File: config.mk
export PLATFORM = sky130hd
export DESIGN_NAME = zero_cross_detector
export DESIGN_NICKNAME = d
export VERILOG_FILES = /design/src/rtl/zc_pkg.sv /design/src/rtl/zc_sign_cmp.sv /design/src/rtl/zero_cross_detector.sv
export SDC_FILE = /design/constraint.sdc
export NUM_CORES = 1
export LEC_CHECK = 0
export BUFFER_PORTS_ARGS = -buffer_cell sky130_fd_sc_hd__buf_4
export CORE_MARGIN = 1
export CORE_UTILIZATION = 37
export DETAILED_ROUTE_END_ITERATION = 7
export MAX_ROUTING_LAYER = met4
export PLACE_DENSITY = 0.64
export SKIP_CTS_REPAIR_TIMING = 1
export SLEW_MARGIN = 20
export SYNTH_ARGS = -nofsm -noshare
export SYNTH_HDL_FRONTEND = slang
export SYNTH_HIERARCHICAL = 1
export SYNTH_SLANG_ARGS = --single-unit
File: constraint.sdc
create_clock -name clk -period 8.7 [get_ports clk]
set_input_delay 0.87 -clock clk [delete_from_list [all_inputs] [get_ports clk]]
set_output_delay 0.87 -clock clk [all_outputs]
set_load 0.01 [all_outputs]
File: src/rtl/zc_pkg.sv
// rtl/zc_pkg.sv - shared types and port constants for the zero-crossing detector
package zc_pkg;

    localparam int ZC_DW = 32;

    typedef enum logic [2:0] {
        S_IDLE,
        S_REQ,
        S_EVAL,
        S_OUT0,
        S_OUT1,
        S_OUT2,
        S_OUT3,
        S_OUT4
    } zc_state_e;

    localparam logic [1:0] REQ_P1 = 2'b10;

    localparam logic [4:0] OUT_P0 = 5'b00001;
    localparam logic [4:0] OUT_P1 = 5'b00010;
    localparam logic [4:0] OUT_P2 = 5'b00100;
    localparam logic [4:0] OUT_P3 = 5'b01000;
    localparam logic [4:0] OUT_P4 = 5'b10000;

endpackage

File: src/rtl/zc_sign_cmp.sv
// rtl/zc_sign_cmp.sv - sign of a sample and crossing against the previous sign
module zc_sign_cmp #(
    parameter int DW = 32
) (
    input  logic [DW-1:0] sample_i,
    input  logic          prev_neg_i,
    input  logic          have_prev_i,
    output logic          neg_o,
    output logic          cross_o,
    output logic          rising_o
);

    // Only the MSB decides the sign; zero counts as positive.
    logic sample_low_unused;
    assign sample_low_unused = ^sample_i[DW-2:0];

    assign neg_o    = sample_i[DW-1];
    assign cross_o  = have_prev_i && (neg_o != prev_neg_i);
    assign rising_o = ~neg_o;

endmodule

File: src/rtl/zero_cross_detector.sv
// rtl/zero_cross_detector.sv - streaming zero-crossing detector on a one-hot port I/O protocol
module zero_cross_detector
    import zc_pkg::*;
#(
    parameter int DW = ZC_DW
) (
    input  logic                 clk,
    input  logic                 rst,
    input  logic signed [DW-1:0] io_in,
    output logic signed [DW-1:0] io_out,
    output logic [1:0]           req_in,
    output logic [4:0]           out_en,
    input  logic                 itr
);

    zc_state_e state_q, state_d;

    logic [DW-1:0] sample_q;
    logic [DW-1:0] idx_q;
    logic [DW-1:0] cnt_q;
    logic [DW-1:0] last_x_q;
    logic          prev_neg_q;
    logic          have_prev_q;
    logic          neg_q;
    logic          rising_q;

    logic [DW-1:0] io_out_q, io_out_d;
    logic [4:0]    out_en_q, out_en_d;
    logic [1:0]    req_q, req_d;

    logic cmp_neg, cmp_cross, cmp_rising;
    logic cur_neg;
    logic itr_unused;

    assign itr_unused = itr;

    zc_sign_cmp #(.DW(DW)) u_sign_cmp (
        .sample_i    (sample_q),
        .prev_neg_i  (prev_neg_q),
        .have_prev_i (have_prev_q),
        .neg_o       (cmp_neg),
        .cross_o     (cmp_cross),
        .rising_o    (cmp_rising)
    );

    // Leaving EVAL straight into OUT4 the latched sign is not yet valid.
    assign cur_neg = (state_q == S_EVAL) ? cmp_neg : neg_q;

    always_ff @(posedge clk or posedge rst) begin
        if (rst) begin
            state_q <= S_IDLE;
        end else begin
            state_q <= state_d;
        end
    end

    always_comb begin
        state_d = state_q;
        case (state_q)
            S_IDLE:  state_d = S_REQ;
            S_REQ:   state_d = S_EVAL;
            S_EVAL:  state_d = cmp_cross ? S_OUT0 : S_OUT4;
            S_OUT0:  state_d = S_OUT1;
            S_OUT1:  state_d = S_OUT2;
            S_OUT2:  state_d = S_OUT3;
            S_OUT3:  state_d = S_OUT4;
            S_OUT4:  state_d = S_REQ;
            default: state_d = S_IDLE;
        endcase
    end

    // Port outputs are decoded from the next state so they appear registered in that state.
    always_comb begin
        req_d    = 2'b00;
        out_en_d = 5'b00000;
        io_out_d = '0;
        case (state_d)
            S_REQ: req_d = REQ_P1;
            S_OUT0: begin
                out_en_d = OUT_P0;
                io_out_d = idx_q;
            end
            S_OUT1: begin
                out_en_d = OUT_P1;
                io_out_d = rising_q ? DW'(1) : {DW{1'b1}};
            end
            S_OUT2: begin
                out_en_d = OUT_P2;
                io_out_d = cnt_q;
            end
            S_OUT3: begin
                out_en_d = OUT_P3;
                io_out_d = idx_q - last_x_q;
            end
            S_OUT4: begin
                out_en_d = OUT_P4;
                io_out_d = cur_neg ? {DW{1'b1}} : DW'(1);
            end
            default: ;
        endcase
    end

    always_ff @(posedge clk or posedge rst) begin
        if (rst) begin
            req_q    <= 2'b00;
            out_en_q <= 5'b00000;
            io_out_q <= '0;
        end else begin
            req_q    <= req_d;
            out_en_q <= out_en_d;
            io_out_q <= io_out_d;
        end
    end

    always_ff @(posedge clk or posedge rst) begin
        if (rst) begin
            sample_q    <= '0;
            idx_q       <= '0;
            cnt_q       <= '0;
            last_x_q    <= '0;
            prev_neg_q  <= 1'b0;
            have_prev_q <= 1'b0;
            neg_q       <= 1'b0;
            rising_q    <= 1'b0;
        end else begin
            case (state_q)
                S_REQ: sample_q <= io_in;
                S_EVAL: begin
                    neg_q    <= cmp_neg;
                    rising_q <= cmp_rising;
                    if (cmp_cross) begin
                        cnt_q <= cnt_q + DW'(1);
                    end
                end
                S_OUT3: last_x_q <= idx_q;
                S_OUT4: begin
                    prev_neg_q  <= neg_q;
                    have_prev_q <= 1'b1;
                    idx_q       <= idx_q + DW'(1);
                end
                default: ;
            endcase
        end
    end

    assign io_out = io_out_q;
    assign out_en = out_en_q;
    assign req_in = req_q;

endmodule

==> results.json <==
{
  "status": "completed",
  "clk_pin_slew_worst_paths_ps": 60,
  "grt_usage": 0.179,
  "hold_viol": 0,
  "ant_nets": 0,
  "drt_pass1_iterations": 6,
  "cts.sinks": 142,
  "synthCells": 766,
  "worstPathArrival_ps": 3220,
  "syn_area_per_cell_um2": 10.3,
  "cts.path.max_buffers": 2,
  "core_area_mm2": 0.0210,
  "grt_max_degree": 84,
  "wl_per_cell_um": 16.5,
  "synth_warnings": 6,
  "syn_area_mm2": 0.00791,
  "critPathLaunchType": "flip-flop",
  "num_vias": 5819,
  "drv_slew": 0,
  "clock-skew-final_ps": 17.8,
  "relSlewSlack": 0.491,
  "hold_class": "flip-flop to flip-flop",
  "max_stage_delay_ps": 610,
  "antenna_found_initial": 0,
  "r2r_start": "state_q[0]$_DFF_PP0_",
  "overflow": 0,
  "layout_min_cycle_time_ps": 2870,
  "area_growth_pct": 14.2,
  "instances_no_fill": 1081,
  "dp.final_hpwl_mm": 12.3,
  "h-tree-depth": 4,
  "leakage_uw": 0.00428,
  "drcViolationCount": 0,
  "cts_tree": "built",
  "max_slew.worst_pin.slew_ps": 761,
  "fp.dieW_um": 148,
  "die_h_um": 148,
  "finalSetupViolations": 0,
  "crit_path_end_kind": "flip-flop",
  "grt_first_pass_wirelength_mm": 29.6,
  "hp-start": "have_prev_q$_DFFE_PP0N_",
  "ios": 74,
  "max_freq_ghz": 0.348,
  "finalNetCount": 870,
  "drt_iter0_markers": 467,
  "numPortBuffers": 40,
  "worstPathCellList": "inv_1 -> ha_1 -> nor2b_1 -> a211o_1 -> o21ai_1 -> nor3_4 -> buf_4 -> a221o_1 -> a211oi_1 -> nand3b_1",
  "critPathSlowestCell": "nor3_4",
  "insertion_delay_ps": 430,
  "routed_wl_mm": 17.9,
  "cts-buffers-inserted": 17,
  "die_area_mm2": 0.0220,
  "tns_ps": 0,
  "layout-drive-gt1-share": 0.166,
  "antenna_cells": 0,
  "crit_type": "flip-flop to flip-flop",
  "cts_root_buf": "clkbuf_16",
  "avgViaCountPerCell": 5.38,
  "synth_fp_nets": 841,
  "crit_required_ps": 9050,
  "period_share": 0.330,
  "crit_fanout": 19,
  "initial_core_util": 0.377,
  "crit_path_start": "state_q[0]$_DFF_PP0_",
  "first_global_vias": 5555,
  "dp.cells": 1051,
  "gp_congestion": 0.887,
  "rows": 53,
  "max_cap_violations": 0,
  "rsz0062_at_grt": "no",
  "ir_worst_vdd_mv": 0.169,
  "p_per_area_mw_per_mm2": 324
}
==> worst max-delay path: cells and delay by family (launching register included) <==
| kind | cells | cell delay (ps) |
|---|---|---|
| buffers and inverters | 2 | 490 |
| adders and majority gates | 1 | 260 |
| and+or+nand+nor | 3 | 1000 |
| DFF | 1 | 410 |
| AOI/OAI and AO/OA | 4 | 590 |
==> layout by cell type (no fill, tap or decap), types with 3 or more instances in the layout <==
master / n
a221oi_1: 27
nand2b_1: 6
o21ai_0: 12
nand3_1: 27
a211oi_1: 4
nor2_1: 18
nand2_1: 63
o31ai_1: 4
inv_1: 45
dfrtp_1: 142
nand4_1: 24
nor2b_1: 4
a21oi_1: 35
a31oi_1: 6
xnor2_1: 67
or3_1: 4
o211ai_1: 3
and3_1: 19
a221o_1: 3
o21a_1: 6
buf_4: 46
and2_1: 9
ha_1: 39
xor2_1: 21
mux2_2: 35
nor3_1: 8
bufinv_16: 4
nand2_2: 3
nor4_1: 3
o21ai_1: 28
and4_1: 5
a211o_1: 6
clkbuf_16: 17
a21o_1: 10
==> state kept, by name, summed over array words and instances, names as in the netlist <==
| register | flops |
|---|---|
| cnt_q | 32 |
| have_prev_q | 1 |
| idx_q | 32 |
| io_out | 32 |
| last_x_q | 32 |
| neg_q | 1 |
| out_en | 5 |
| prev_neg_q | 1 |
| req_in | 1 |
| rising_q | 1 |
| sample_q | 1 |
| state_q | 3 |
==> through the flow <==
step / cell area, um2 / total power [uW] / hold WS (ps) / setup slack [ps] / util
floorplan: 7910 / 1810 / 425 / 4020 / -
global placement: 8410 / 2140 / 444 / 5880 / 0.401
detailed placement: 8410 / 2150 / 453 / 5910 / 0.401
CTS: 9030 / 2940 / 471 / 5840 / 0.431
global route: 9030 / 3090 / 480 / 5690 / 0.431
finish: 9030 / 2920 / 464 / 5830 / 0.431
==> path summary, 6_finish.rpt <==
path | endpoint | slack [ps] | depth (start not counted)
min in group asynchronous | io_out[11]$_DFF_PP0_ | 580 | 2
max | io_out[25]$_DFF_PP0_ | 5830 | 10
min reg2reg | have_prev_q$_DFFE_PP0N_ | 460 | 1
max in group asynchronous | last_x_q[1]$_DFFE_PP0P_ | 6880 | 3
min | have_prev_q$_DFFE_PP0N_ | 460 | 1
max reg2reg | io_out[25]$_DFF_PP0_ | 5830 | 10
==> layer usage <==
layer	global-route usage	wire length (um)	part of all wire
met1	0.242	8480	0.47
met3	0.0334	821	0.046
met2	0.269	8300	0.46
met4	0.0613	267	0.015
met5	-	0	0
==> report_power, final <==
| group | switching, uW | internal, uW |
|---|---|---|
| Combinational | 759 | 546 |
| Clock | 279 | 491 |
| Sequential | 70.1 | 776 |
==> layout make-up <==
class                           instances  area, um2
Timing Repair Buffer                   46        345
Multi-Input combinational cell        542       3990
Tap cell                              275        344
Clock buffer                           20        457
Inverter                               46        178
Fill cell                            2037      11900
Clock inverter                         10        163
Sequential cell                       142       3550
(Power assumes the default switching activity.)
